==> config.mk <==
export PLATFORM = sky130hd
export DESIGN_NAME = hanoi_engine
export DESIGN_NICKNAME = d
export VERILOG_FILES = /design/src/rtl/hanoi_pkg.sv /design/src/rtl/hanoi_move_check.sv /design/src/rtl/hanoi_engine.sv
export SDC_FILE = /design/constraint.sdc
export NUM_CORES = 1
export LEC_CHECK = 0
export BUFFER_PORTS_ARGS = -buffer_cell sky130_fd_sc_hd__buf_2
export CELL_PAD_IN_SITES_DETAIL_PLACEMENT = 0
export CELL_PAD_IN_SITES_GLOBAL_PLACEMENT = 1
export CORE_UTILIZATION = 30
export DETAILED_ROUTE_END_ITERATION = 8
export PLACE_DENSITY = 0.63
export REMOVE_ABC_BUFFERS = 1
export SKIP_LAST_GASP = 1
export SLEW_MARGIN = 20
export SYNTH_ARGS = -nofsm -noshare
export SYNTH_HDL_FRONTEND = slang
export SYNTH_HIERARCHICAL = 1
export SYNTH_SLANG_ARGS = --single-unit
==> constraint.sdc <==
create_clock -name clk -period 7.9 [get_ports clk]
set_input_delay 0.79 -clock clk [delete_from_list [all_inputs] [get_ports clk]]
set_output_delay 0.79 -clock clk [all_outputs]
set_load 0.05 [all_outputs]
==> src/rtl/hanoi_pkg.sv <==
// hanoi_pkg: shared types and helpers for the Tower-of-Hanoi engine
package hanoi_pkg;
  localparam int SMAX = 8;
  typedef enum logic [1:0] {ERR_OK, ERR_EMPTY, ERR_SIZE, ERR_PEG} err_e;
  typedef enum logic [1:0] {IDLE, MANUAL, AUTO, DONE} state_e;
  function automatic logic [SMAX-1:0] top_disk(input logic [SMAX-1:0] m);
    return m & (~m + SMAX'(1));
  endfunction
endpackage

==> src/rtl/hanoi_move_check.sv <==
// hanoi_move_check: combinational legality check and mask update for one move
module hanoi_move_check import hanoi_pkg::*; #(
  parameter int S  = 3,
  parameter int P  = 3,
  parameter int PW = $clog2(P)
) (
  input  logic [P-1:0][S-1:0] pegs_i,
  input  logic [PW-1:0]       from_i,
  input  logic [PW-1:0]       to_i,
  output logic                legal_o,
  output err_e                err_o,
  output logic [S-1:0]        from_mask_o,
  output logic [S-1:0]        to_mask_o
);
  logic bad;
  logic [PW-1:0] fi, ti;
  logic [S-1:0] src, dst, tf, tt;
  always_comb begin
    bad = from_i == to_i || from_i > PW'(P-1) || to_i > PW'(P-1);
    fi = bad ? '0 : from_i;
    ti = bad ? '0 : to_i;
    src = pegs_i[fi];
    dst = pegs_i[ti];
    tf = S'(top_disk(SMAX'(src)));
    tt = S'(top_disk(SMAX'(dst)));
    // one-hot tops compare numerically as disk sizes
    err_o = bad ? ERR_PEG : src == '0 ? ERR_EMPTY : (dst != '0 && tf > tt) ? ERR_SIZE : ERR_OK;
    legal_o = err_o == ERR_OK;
    from_mask_o = src & ~tf;
    to_mask_o = dst | tf;
  end
endmodule

==> src/rtl/hanoi_engine.sv <==
// hanoi_engine: Tower-of-Hanoi state engine with checked manual moves and an iterative auto solver
module hanoi_engine import hanoi_pkg::*; #(
  parameter int S   = 3,
  parameter int P   = 3,
  parameter int TGT = P-1,
  parameter int PW  = $clog2(P),
  parameter int CW  = S+1
) (
  input  logic           clk,
  input  logic           rst,
  input  logic           mode_i,
  input  logic           start_i,
  input  logic           mv_valid_i,
  output logic           mv_ready_o,
  input  logic [PW-1:0]  mv_from_i,
  input  logic [PW-1:0]  mv_to_i,
  output logic           rsp_valid_o,
  output logic           rsp_legal_o,
  output logic [1:0]     rsp_err_o,
  output logic [P*S-1:0] peg_state_o,
  output logic [CW-1:0]  move_cnt_o,
  output logic           solved_o,
  output logic           busy_o
);
  localparam int AUX = TGT == 1 ? 2 : 1;
  localparam int PS = P*S;
  localparam logic [PW-1:0] PZ = '0;
  localparam logic [PW-1:0] PA = PW'(AUX);
  localparam logic [PW-1:0] PT = PW'(TGT);
  localparam logic [CW-1:0] LAST = CW'((1 << S) - 2);
  localparam logic [P-1:0][S-1:0] INIT = PS'({S{1'b1}});
  state_e state_q, state_d;
  logic [P-1:0][S-1:0] pegs_q, pegs_d;
  logic [CW-1:0] cnt_q, cnt_d;
  logic rv_q, rv_d, rl_q, rl_d;
  err_e re_q, re_d;
  logic [PW-1:0] sp, nx, oa, ob, af, at, cf, ct;
  logic a2b, acc, legal;
  err_e err;
  logic [S-1:0] fm, tm, seen, dup;
  // Auto move: odd moves rotate the smallest disk, even moves make the only other legal move
  always_comb begin
    sp = pegs_q[0][0] ? PZ : pegs_q[AUX][0] ? PA : PT;
    nx = (S % 2 == 0) ? (sp == PZ ? PA : sp == PA ? PT : PZ)
                      : (sp == PZ ? PT : sp == PT ? PA : PZ);
    oa = sp == PZ ? PA : PZ;
    ob = sp == PT ? PA : PT;
    a2b = pegs_q[oa] != '0 && (pegs_q[ob] == '0 ||
          top_disk(SMAX'(pegs_q[oa])) < top_disk(SMAX'(pegs_q[ob])));
    af = ~cnt_q[0] ? sp : a2b ? oa : ob;
    at = ~cnt_q[0] ? nx : a2b ? ob : oa;
    cf = state_q == AUTO ? af : mv_from_i;
    ct = state_q == AUTO ? at : mv_to_i;
  end
  hanoi_move_check #(.S(S), .P(P), .PW(PW)) u_chk (
    .pegs_i(pegs_q), .from_i(cf), .to_i(ct),
    .legal_o(legal), .err_o(err), .from_mask_o(fm), .to_mask_o(tm)
  );
  always_comb begin
    acc = state_q == AUTO || (state_q == MANUAL && mv_valid_i);
    state_d = state_q;
    pegs_d = pegs_q;
    cnt_d = cnt_q;
    rv_d = acc;
    rl_d = acc && legal;
    re_d = acc ? err : ERR_OK;
    if (acc && legal) begin
      pegs_d[cf] = fm;
      pegs_d[ct] = tm;
      cnt_d = &cnt_q ? cnt_q : cnt_q + 1'b1;
    end
    case (state_q)
      IDLE: if (start_i) begin
        state_d = mode_i ? AUTO : MANUAL;
        if (mode_i) begin
          pegs_d = INIT;
          cnt_d = '0;
        end
      end
      AUTO: if (cnt_q == LAST) state_d = DONE;
      DONE: if (start_i) state_d = IDLE;
      default: ;
    endcase
  end
  always_ff @(posedge clk) begin
    if (rst) begin
      state_q <= IDLE;
      pegs_q <= INIT;
      cnt_q <= '0;
      rv_q <= 1'b0;
      rl_q <= 1'b0;
      re_q <= ERR_OK;
    end else begin
      state_q <= state_d;
      pegs_q <= pegs_d;
      cnt_q <= cnt_d;
      rv_q <= rv_d;
      rl_q <= rl_d;
      re_q <= re_d;
    end
  end
  // every disk sits on exactly one peg
  always_comb begin
    seen = '0;
    dup = '0;
    for (int p = 0; p < P; p++) begin
      dup |= seen & pegs_q[p];
      seen |= pegs_q[p];
    end
  end
  always_ff @(posedge clk) if (!rst) assert (&seen && dup == '0);
  assign mv_ready_o = state_q == MANUAL;
  assign busy_o = state_q == AUTO;
  assign solved_o = &pegs_q[TGT];
  assign peg_state_o = pegs_q;
  assign move_cnt_o = cnt_q;
  assign rsp_valid_o = rv_q;
  assign rsp_legal_o = rl_q;
  assign rsp_err_o = re_q;
endmodule

; Word level (Yosys, flattened, before mapping)
; Index checks and enable logic that the tools add are counted.
[op_classes]
add_sub_neg = 5
magnitude_cmp = 12
eq_ne = 9
n_mux = 45
bitwise_logic = 12
n_reduce_logical = 22
[op_table]
columns = operator, n
row1 = 2-to-1 mux 2 bit, 19
row2 = 2-to-1 mux 9 bit, 4
row3 = binary-select mux 3 bit (select 2 bit), 4
row4 = 2-to-1 mux 4 bit, 5
row5 = bitwise mux 9 bit, 2
row6 = 2-to-1 mux 3 bit, 6
row7 = "adder 8 x 1 -> 8 bit, second input constant", 2
row8 = AND 3 x 8 -> 8 bit, 2
row9 = inverter 3 -> 8 bit, 2
row10 = "< comparator 2 x 3 -> 1 bit, second input constant", 5
row11 = demux 3 bit (select 2 bit), 2
row12 = AND 3 bit, 3
row13 = inverter 3 bit, 3
row14 = nonzero test 3 bit, 3
row15 = < comparator 8 bit, 1
row16 = AND reduction 4 bit, 2
row17 = "adder 3 x 1 -> 3 bit, second input constant", 2
row18 = "equality test 2 bit, second input constant", 3
row19 = logical AND 1 bit, 6
row20 = logical NOT 2 bit, 3
row21 = logical NOT 3 bit, 2
row22 = case mux 2 bit (3 select lines), 1
row23 = "adder 4 x 1 -> 4 bit, second input constant", 1
row24 = "equality test 4 x 3 -> 1 bit, second input constant", 1
row25 = 14 further kinds, 21
[totals]
reg_bits = 19
in_bits = 9
word_cells = 113

; Longest topological paths before layout
; Gate-level depths: netlist of the first run.
[logic_depth]
ltp_word = 35
depth_mapped = 28
depth_no_buf = 24

; Modules after synthesis
; The synthesis of the first run kept the hierarchy.
[modules_own_cells]
columns = module, instances, cells_each, area_per_inst_um2
row1 = hanoi_engine, 1, 185, 1412.6
row2 = hanoi_move_check, 1, 62, 444.2

; Least setup slack after synthesis of the first run
; No wires, ideal clock.
[synth_timing]
kind = register to register
startpoint = reg pegs_q, in the netlist peg_state_o[0]
endpoint = reg pegs_q, in the netlist peg_state_o[7]
arrival_ns = 5.497
slack_ns = 2.344
stages_incl_launch_ff = 27
path_buffers = 3
synth_period_minus_slack_ns = 5.556
cell_sequence = dfxtp_1 > buf_6 > o21a_1 > a21oi_1 > or3_1 > ha_1 > o21ai_0 > a32o_1 > or2_1 > buf_6 > a21o_1 > a31oi_1 > nor2_2 > and3_1 > o31a_1 > nor2b_4 > ha_1 > nor2b_1 > o21ai_0 > a32oi_1 > o31ai_4 > o211a_1 > nand2_1 > clkbuf_1 > nor2_1 > a221oi_1 > o21a_1
[synth_between]
elab_chain_len = 34
word_cells_on_any_way = 73
[synth_rtl]
columns = item, line_no
row1 = start: declaration, hanoi_engine.sv:33  ; logic [P-1:0][S-1:0] pegs_q, pegs_d;
row2 = start signal: assignment, hanoi_engine.sv:95  ; pegs_q <= pegs_d;
row3 = 2-to-1 mux 2 bit, hanoi_engine.sv:43  ; sp = pegs_q[0][0] ? PZ : pegs_q[AUX][0] ? PA : PT;
row4 = equality test 2 bit or logical NOT 2 bit (tied branches), "hanoi_engine.sv:45, hanoi_engine.sv:47, hanoi_engine.sv:46"
row5 = 2-to-1 mux 2 bit or 2-to-1 mux 1 bit (tied branches), "hanoi_engine.sv:47, hanoi_engine.sv:46"
row6 = binary-select mux 3 bit (select 2 bit), "hanoi_engine.sv:48, hanoi_engine.sv:49"
row7 = 2-to-1 mux 3 bit (not written as such), "hanoi_engine.sv:48, hanoi_engine.sv:49"
row8 = inverter 3 -> 8 bit, hanoi_pkg.sv:7  ; return m & (~m + SMAX'(1));
row9 = adder 8 x 1 -> 8 bit, hanoi_pkg.sv:7
row10 = AND 3 x 8 -> 8 bit, hanoi_pkg.sv:7
row11 = [6 not listed], --
row12 = named net ct[0], hanoi_engine.sv:37  ; logic [PW-1:0] sp, nx, oa, ob, af, at, cf, ct;
row13 = [13 not listed], --
row14 = 2-to-1 mux 2 bit *, hanoi_move_check.sv:27  ; err_o = bad ? ERR_PEG : src == '0 ? ERR_EMPTY : (dst != '0 && tf > tt) ? ERR_SIZE : ERR_OK;
row15 = logical NOT 2 bit *, hanoi_move_check.sv:28  ; legal_o = err_o == ERR_OK;
row16 = named net legal, hanoi_engine.sv:38  ; logic a2b, acc, legal;
row17 = logical AND 1 bit *, hanoi_engine.sv:67  ; if (acc && legal) begin
row18 = 2-to-1 mux 9 bit *, hanoi_engine.sv:67
row19 = 2-to-1 mux 9 bit, hanoi_engine.sv:75  ; if (mode_i) begin
row20 = 2-to-1 mux 9 bit, hanoi_engine.sv:73  ; IDLE: if (start_i) begin
row21 = 2-to-1 mux 9 bit *, hanoi_engine.sv:72  ; case (state_q)
; The timed path passes the listed nets; every way through them passes the cells marked *. The select of a mux whose other input is x is not followed.
; A chain may end at the register's enable or synchronous reset.

; Worst setup path after layout of the first run
[layout_timing]
startpoint = reg pegs_q, in the netlist peg_state_o[3]
endpoint = reg pegs_q, in the netlist peg_state_o[8]
[layout_between]
elab_chain_len = 35
word_cells_on_any_way = 74
[layout_rtl]
columns = item, line_no
row1 = 2-to-1 mux 2 bit (2 in series), hanoi_engine.sv:43
row2 = equality test 2 bit or logical NOT 2 bit (tied branches), "hanoi_engine.sv:45, hanoi_engine.sv:47, hanoi_engine.sv:46"
row3 = 2-to-1 mux 2 bit or 2-to-1 mux 1 bit (tied branches), "hanoi_engine.sv:47, hanoi_engine.sv:46"
row4 = binary-select mux 3 bit (select 2 bit), "hanoi_engine.sv:48, hanoi_engine.sv:49"
row5 = 2-to-1 mux 3 bit (not written as such), "hanoi_engine.sv:48, hanoi_engine.sv:49"
row6 = inverter 3 -> 8 bit, hanoi_pkg.sv:7
row7 = adder 8 x 1 -> 8 bit, hanoi_pkg.sv:7
row8 = AND 3 x 8 -> 8 bit, hanoi_pkg.sv:7
row9 = [6 not listed], --
row10 = named net ct[0], hanoi_engine.sv:37
row11 = [13 not listed], --
row12 = 2-to-1 mux 2 bit *, hanoi_move_check.sv:27
row13 = logical NOT 2 bit *, hanoi_move_check.sv:28
row14 = named net legal, hanoi_engine.sv:38
row15 = logical AND 1 bit *, hanoi_engine.sv:67
row16 = 2-to-1 mux 9 bit *, hanoi_engine.sv:67
row17 = 2-to-1 mux 9 bit, hanoi_engine.sv:75
row18 = 2-to-1 mux 9 bit, hanoi_engine.sv:73
row19 = 2-to-1 mux 9 bit *, hanoi_engine.sv:72
; Marked as above.

==> summary.txt, run 1 <==
Status
  • Status: finished clean

CTS
  • Deepest clock path buffer count: 2
  • Clk sinks: 19
  • Clk_lat worst skew: 0.26 ns
  • CTS Buf Count: 3
  • CTS clk-pin slew, worst paths: 0.07 ns
  • Hold_buf cts: 0
  • H-Tree Depth: 1
  • Clock root cell: clkbuf_8
  • Post-CTS setup buffer count: 0
  • CTS tree: built
  • Post-CTS Resized: 0

Global routing
  • GRT Total Usage: 17.3%
  • Congestion Overflow GR: 0
  • Largest net degree at the start of global routing: 20
  • Initial antenna violation count: 0
  • First-pass GRT wire length: 8620 µm
  • Vias in the first global route: 1693

Route
  • Routed vias/inst: 5.58
  • Routed via count: 1913
  • 1st-pass router iterations: 4
  • Final ANT Viol Nets: 0
  • Residual DRC: 0
  • Drt total wl: 5300 µm
  • DR WL/cell: 15.4 µm
  • DRT iter0 DRCs: 150

Synthesis
  • Yosys reg bits: 19
  • Synth Instances: 247
  • Synth Flop Type: dfxtp_1
  • Sequential share of the synthesized area: 20.5%
  • Synth async-reset ratio: 0%
  • Post-synth EDFFs: 0
  • Post-Syn Area: 1860 µm²
  • Avg Inst Size Synth: 7.52 µm²
  • Synth warn: 6
  • Yosys cell types: 65

Die
  • Die X: 80.7 µm
  • Die H: 80.7 µm
  • # rows: 28
  • Num ports: 29
  • Die area: 6510 µm²
  • Core box area: 5960 µm²
  • Starting density of the core: 31.2%

Worst setup path
  • Critical path type: reg -> reg
  • Crit path capture type: register
  • CP startpoint kind: register
  • CP arrival: 6.28 ns
  • Critical path required time: 8.06 ns
  • Critical path peak fanout: 17

Cells and area
  • Most frequent cells in the layout: nor2_1, buf_2, dfxtp_1
  • Ratio of cells with drive above 1 in the final layout: 19.4%
  • Antenna Cells: 0
  • FF+latch area: 380 µm²
  • Final core utilization: 34.9%
  • Area of the multi-input gates: 1340 µm²
  • Post-route cell area: 2080 µm²
  • Nets@finish: 286
  • Synth-to-Final Area Change: 11.9%
  • Fillcell total: 662

Run
  • Max-capacitance violation count: 0

STA
  • Final hold vios: 0
  • RSZ-0062 raised after global routing: no
  • WHS: 0.549 ns
  • Fin. max-slew vios: 0
  • Worst Tran Pin Value: 0.598 ns
  • Slew HR: 60.0%
  • Max Clk Rate: 163 MHz
  • Tcrit/Tclk final: 77.5%
  • Clk_skew: 0.00233 ns
  • Setup ws final: 1.78 ns
  • Setup-failing EPs final: 0
  • Setup_tns: 0 ns
  • Period minus WS final: 6.12 ns

Power and ir drop
  • Power Dens Cells: 152 nW/µm²
  • Worst IR Drop VDD: 0.0894 mV
  • Leak pwr: 0.000842 µW

Min path
  • Worst hold path class: reg -> reg

Place
  • Estimated wirelength of the detail-placed design: 3960 µm
  • Dpl ws: 1.80 ns
  • Gp weighted congestion: 0.790
  • Area post-placement: 2030 µm²
  • Buffers on Ports: 28
-- worst max-delay path, cell delays in order (launching register included) --
cell      delay, ns
dfxtp_1        0.69
o21a_1         0.24
a21oi_1        0.05
or3_1          0.32
ha_1           0.27
o21ai_0        0.07
a32o_1         0.24
or2_1          0.31
a21o_1         0.20
a31oi_1        0.49
nor2_2         0.19
and3_1         0.23
o31a_1         0.39
nor2b_4        0.16
ha_1           0.31
nor2b_1        0.13
o21ai_0        0.15
a32oi_1        0.12
o31ai_4        0.09
o211a_1        0.19
nand2_1        0.31
nor4_1         0.56
a221oi_1       0.18
o21a_1         0.13
-- cells by family (layout without fill, tap and decap cells) --
kind of cell,after synthesis,after routing,synth area share [%]
flops,19,19,20.5
simple gates,99,99,29.1
mux,2,2,1.08
fa+ha+maj,8,8,5.39
other cells,1,1,0.202
xor+xnor,3,3,1.42
compound gates,85,85,35.0
buf+inv,30,51,7.28
-- sequential cells by signal, indices dropped and copies added, names as in the netlist --
register and cells:
peg_state_o 9, move_cnt_o 4, rsp_err_o 2, state_q 2
rsp_legal_o 1, rsp_valid_o 1
-- where the power goes --
group / switching, µW / total, µW / internal (µW)
Combinational: 88.8 / 137 / 48.1
Clock: 33.8 / 68.9 / 35.1
Sequential: 8.79 / 109 / 100
Total: 131 / 315 / 184
-- metrics by stage --
step	power [µW]	instances
after floorplan	215	235
after global placement	249	339
after detailed placement	247	339
after CTS	319	343
after global routing	338	343
final	315	343
-- layout make-up --
cell class | instances | area share [%]
clock inverter | 1 | 0.241
tap | 75 | 4.52
sequential | 19 | 18.3
clock buffer | 3 | 1.99
timing repair buffer | 29 | 7.11
multi-input combinational | 198 | 64.6
inverter | 18 | 3.25
-- Yosys cell counts (all sizes together) (4+ instances only) --
cell type,instances,share of area [%]
nor3,8,2.4
a31oi,5,2.0
or2,5,1.7
o211ai,4,1.6
ha,8,5.4
inv,18,3.6
a221oi,4,1.9
dfxtp,19,20
nor2b,4,1.8
o31a,5,2.4
nand3,4,1.1
and2,4,1.3
clkbuf,6,1.2
o21a,8,3.2
nand4,6,2.0
a21oi,18,4.9
and3,5,2.0
o21ai,15,4.0
buf,6,2.4
nor2,30,6.3
nand2,17,3.6
-- final timing paths --
| path | start | end | slack, ns | depth (start not counted) |
|---|---|---|---|---|
| max | peg_state_o[3] | peg_state_o[8] | 1.78 | 23 |
| min | state_q[0] | state_q[0] | 0.55 | 2 |
| max reg2reg | peg_state_o[3] | peg_state_o[8] | 1.78 | 23 |
| min reg2reg | state_q[0] | state_q[0] | 0.55 | 2 |
-- layer usage --
| metal | global-route usage (%) | part of all wire (%) |
|---|---|---|
| met1 | 24.1 | 48 |
| met2 | 28.1 | 45 |
| met3 | 1.14 | 5.5 |
| met4 | 5.18 | 1.7 |
| met5 | 0 | 0 |
(Power assumes the default switching activity.)
==> run 2, diff against run 1 <==
--- a/config.mk
+++ b/config.mk
@@ -10,7 +10,7 @@
 export CELL_PAD_IN_SITES_GLOBAL_PLACEMENT = 1
 export CORE_UTILIZATION = 30
 export DETAILED_ROUTE_END_ITERATION = 8
-export PLACE_DENSITY = 0.63
+export PLACE_DENSITY = 0.65
 export REMOVE_ABC_BUFFERS = 1
 export SKIP_LAST_GASP = 1
 export SLEW_MARGIN = 20
==> constraint.sdc (replaced) <==
create_clock -name clk -period 5 [get_ports clk]
set_input_delay 0.5 -clock clk [delete_from_list [all_inputs] [get_ports clk]]
set_output_delay 0.5 -clock clk [all_outputs]
set_load 0.05 [all_outputs]
==> run 2 against run 1 <==
Net effect:
- wire length up 12%
- fmax is 27% higher
- register-to-register slack worse by 1.6 ns
- clock power grew 54%
- critical path depth rose by 1
- sequential share of layout area is 3.4 points lower
- worst hold slack got worse by 0.082 ns
- worst setup slack got worse by 1.6 ns
- total power grew 83%
- largest power group unchanged
- highest routed layer unchanged
==> summary.txt, run 2 (synthesis gave the netlist of run 1 again) <==
Cells and area
  • Post-route cell area: 2610 µm² (+25%)
  • Ratio of cells with drive above 1 in the final layout: 38.0% (+19 points)
  • Antenna Cells: 0 (unchanged)
  • Synth-to-Final Area Change: 40.4%
  • Final core utilization: 43.8% (+8.9 points)
  • Max FFs per register: 9 (unchanged)
  • Commonest non-fill, non-tap cell in the layout: buf_4
  • Most frequent cells in the layout: buf_4, buf_2, nor2_1
  • Fillcell total: 618 (-6.6%)
  • Nets@finish: 334 (+17%)

Route
  • Residual DRC: 0 (unchanged)
  • Routed vias/inst: 5.26 (-5.7%)
  • Routed via count: 2057 (+7.5%)
  • DRT iter0 DRCs: 174 (+16%)
  • Final ANT Viol Nets: 0 (unchanged)
  • 1st-pass router iterations: 4 (unchanged)
  • Drt total wl: 5940 µm (+12%)
  • DR WL/cell: 15.2 µm (-1.7%)

Worst setup path
  • CP startpoint kind: register
  • Crit-path slowest cell: dfxtp_4
  • Crit path capture type: register
  • CP Cell Sequence: o22a_1 > or3_1 > ha_1 > o21ai_0 > a32o_1 > or2_4 > buf_4 > mux2i_2 > or2_4 > nor3b_4 > buf_4 > a22oi_2 > buf_4 > nor2_1 > nand2_1 > ha_4 > o21ai_1 > a32oi_2 > o31ai_4 > o211a_1 > nand2_4 > buf_8 > a21oi_1 > o221a_2
  • Reg-to-Reg End: peg_state_o[3]
  • Most used cell, CP: buf_4
  • Reg2Reg Setup Slack: 0.18 ns (-1.60 ns)
  • CP arrival: 4.96 ns (-1.32 ns)
  • Crit-path leading delay family: compound AO/OA/AOI/OAI gates
  • Worst reg2reg startpoint: peg_state_o[3]
  • Critical path required time: 5.14 ns (-2.92 ns)
  • Critical path peak fanout: 8 (-9)
  • Critical path type: reg -> reg
  • CP Buf/Inv Count: 4 (+4)
  • Slowest stage delay, CP: 0.37 ns (-0.32 ns)
  • Reg2reg path depth: 24 (+4.3%)

Power and ir drop
  • Clk network pwr share: 18.4% (-3.5 points)
  • Seq pwr share: 28.8% (-5.9 points)
  • Combinational share of power: 52.8% (+9.4 points)
  • Power Dens Cells: 222 nW/µm² (+46%)
  • Leak pwr: 0.00111 µW (+32%)
  • Cell-internal power: 348 µW (+90%)
  • Switching share of power: 39.8% (-2.0 points)
  • Sw power: 230 µW (+75%)
  • Worst IR Drop VDD: 0.183 mV (+100%)

Die
  • # rows: 28 (unchanged)
  • Die area: 6510 µm² (unchanged)
  • Starting density of the core: 31.2% (unchanged)
  • Num ports: 29 (unchanged)
  • Die X: 80.7 µm (unchanged)
  • Core box area: 5960 µm² (unchanged)
  • Die H: 80.7 µm (unchanged)

STA
  • Max Clk Rate: 207 MHz (+27%)
  • Period minus WS final: 4.82 ns (-1.30 ns)
  • WHS: 0.467 ns (-0.0816 ns)
  • Setup_tns: 0 ns (unchanged)
  • Fin. max-slew vios: 0 (unchanged)
  • Tcrit/Tclk final: 96.5% (+19 points)
  • Worst Tran Pin Value: 0.656 ns (+0.0584 ns)
  • Clk_skew: 0.000819 ns (-0.00151 ns)
  • Setup-failing EPs final: 0 (unchanged)
  • Slew HR: 56.2% (-3.7 points)
  • Final hold vios: 0 (unchanged)

Global routing
  • GRT Total Usage: 18.5% (+1.2 points)
  • Largest net degree at the start of global routing: 16 (-20%)
  • Congestion Overflow GR: 0 (unchanged)
  • Initial antenna violation count: 0 (unchanged)
  • Vias in the first global route: 1861 (+9.9%)
  • First-pass GRT wire length: 9290 µm (+7.8%)

Place
  • Gp weighted congestion: 0.884 (+12%)
  • Buffers on Ports: 28 (unchanged)
  • Area post-placement: 2370 µm² (+17%)
  • Estimated wirelength of the detail-placed design: 4600 µm (+16%)

Min path
  • Hold Crit Start: rst
  • Worst hold path depth: 2 (unchanged)
  • Worst hold path class: in -> reg
  • Hold endpoint: state_q[1]

CTS
  • CTS clk-pin slew, worst paths: 0.07 ns (about the same)
  • CTS tree: built
  • CTS Buf Count: 3 (unchanged)
  • Clock root cell: clkbuf_8
  • Clk_lat worst skew: 0.25 ns (about the same)
  • Deepest clock path buffer count: 2 (unchanged)
  • Clk sinks: 19 (unchanged)
  • Hold_buf cts: 0 (unchanged)
  • H-Tree Depth: 1 (unchanged)

Status
  • Status: finished clean

Run
  • Max-capacitance violation count: 0 (unchanged)
[run 2: changes by cell type in the layout (fill, tap and decap cells not counted), sizes merged]
cell | before | now
or2 | 5 | 6
clkbuf | 3 | 4
clkinv | 1 | 0
buf | 29 | 76
[run 2: repair_timing]
| item | CTS | global route |
|---|---|---|
| setup endpoints to repair | 9 | 14 |
| cloned | 0 | 1 |
| setup buffers | 0 | 4 |
| pin swaps | 1 | 14 |
| resized for setup | 7 | 26 |
[run 2: area by class of cell]
| cell class | instances | area, µm² | share of cell area (%) |
|---|---|---|---|
| well taps | 75 | 93.8 | 3.60 |
| inverters | 18 | 67.6 | 2.59 |
| repair buffers | 76 | 520 | 20.0 |
| multi-input cells | 199 | 1490 | 57.2 |
| flip-flops and latches | 19 | 388 | 14.9 |
| clock buffers | 4 | 45.0 | 1.73 |
[run 2: how the worst max path moves through the flow]
stage                   startpoint        endpoint  cells after the start
finish              peg_state_o[3]  peg_state_o[3]                     24
global route        peg_state_o[3]   move_cnt_o[3]                     25
CTS                 peg_state_o[0]   move_cnt_o[1]                     24
detailed placement  peg_state_o[0]  peg_state_o[8]                     24
global placement    peg_state_o[0]  peg_state_o[8]                     23
floorplan           peg_state_o[0]  peg_state_o[8]                     23
[run 2: power groups by stage]
stage	combinational (µW)	sequential, µW	clock, µW
2_1_floorplan	146	194	0
4_1_cts	274	167	111
5_1_grt	330	168	116
3_3_place_gp	269	171	0
3_5_place_dp	269	170	0
6_report	305	166	106
[run 2: per-layer routing]
metal / routed length (µm) / global-route usage, % / vias up
li1: - / - / 1054
met1: 2900 / 25.0 / 954
met2: 2780 / 32.4 / 43
met3: 221 / 2.16 / 6
met4: 37 / 1.43 / 0
met5: 0 / 0 / -
[run 2: metrics by stage]
step,setup slack [ns],instances,total power (µW)
after detailed placement,-0.138,382,440
after CTS,0.00733,386,552
after global placement,-0.0502,382,440
final,0.177,391,578
after global routing,-0.0146,391,614
after floorplan,-0.755,235,340
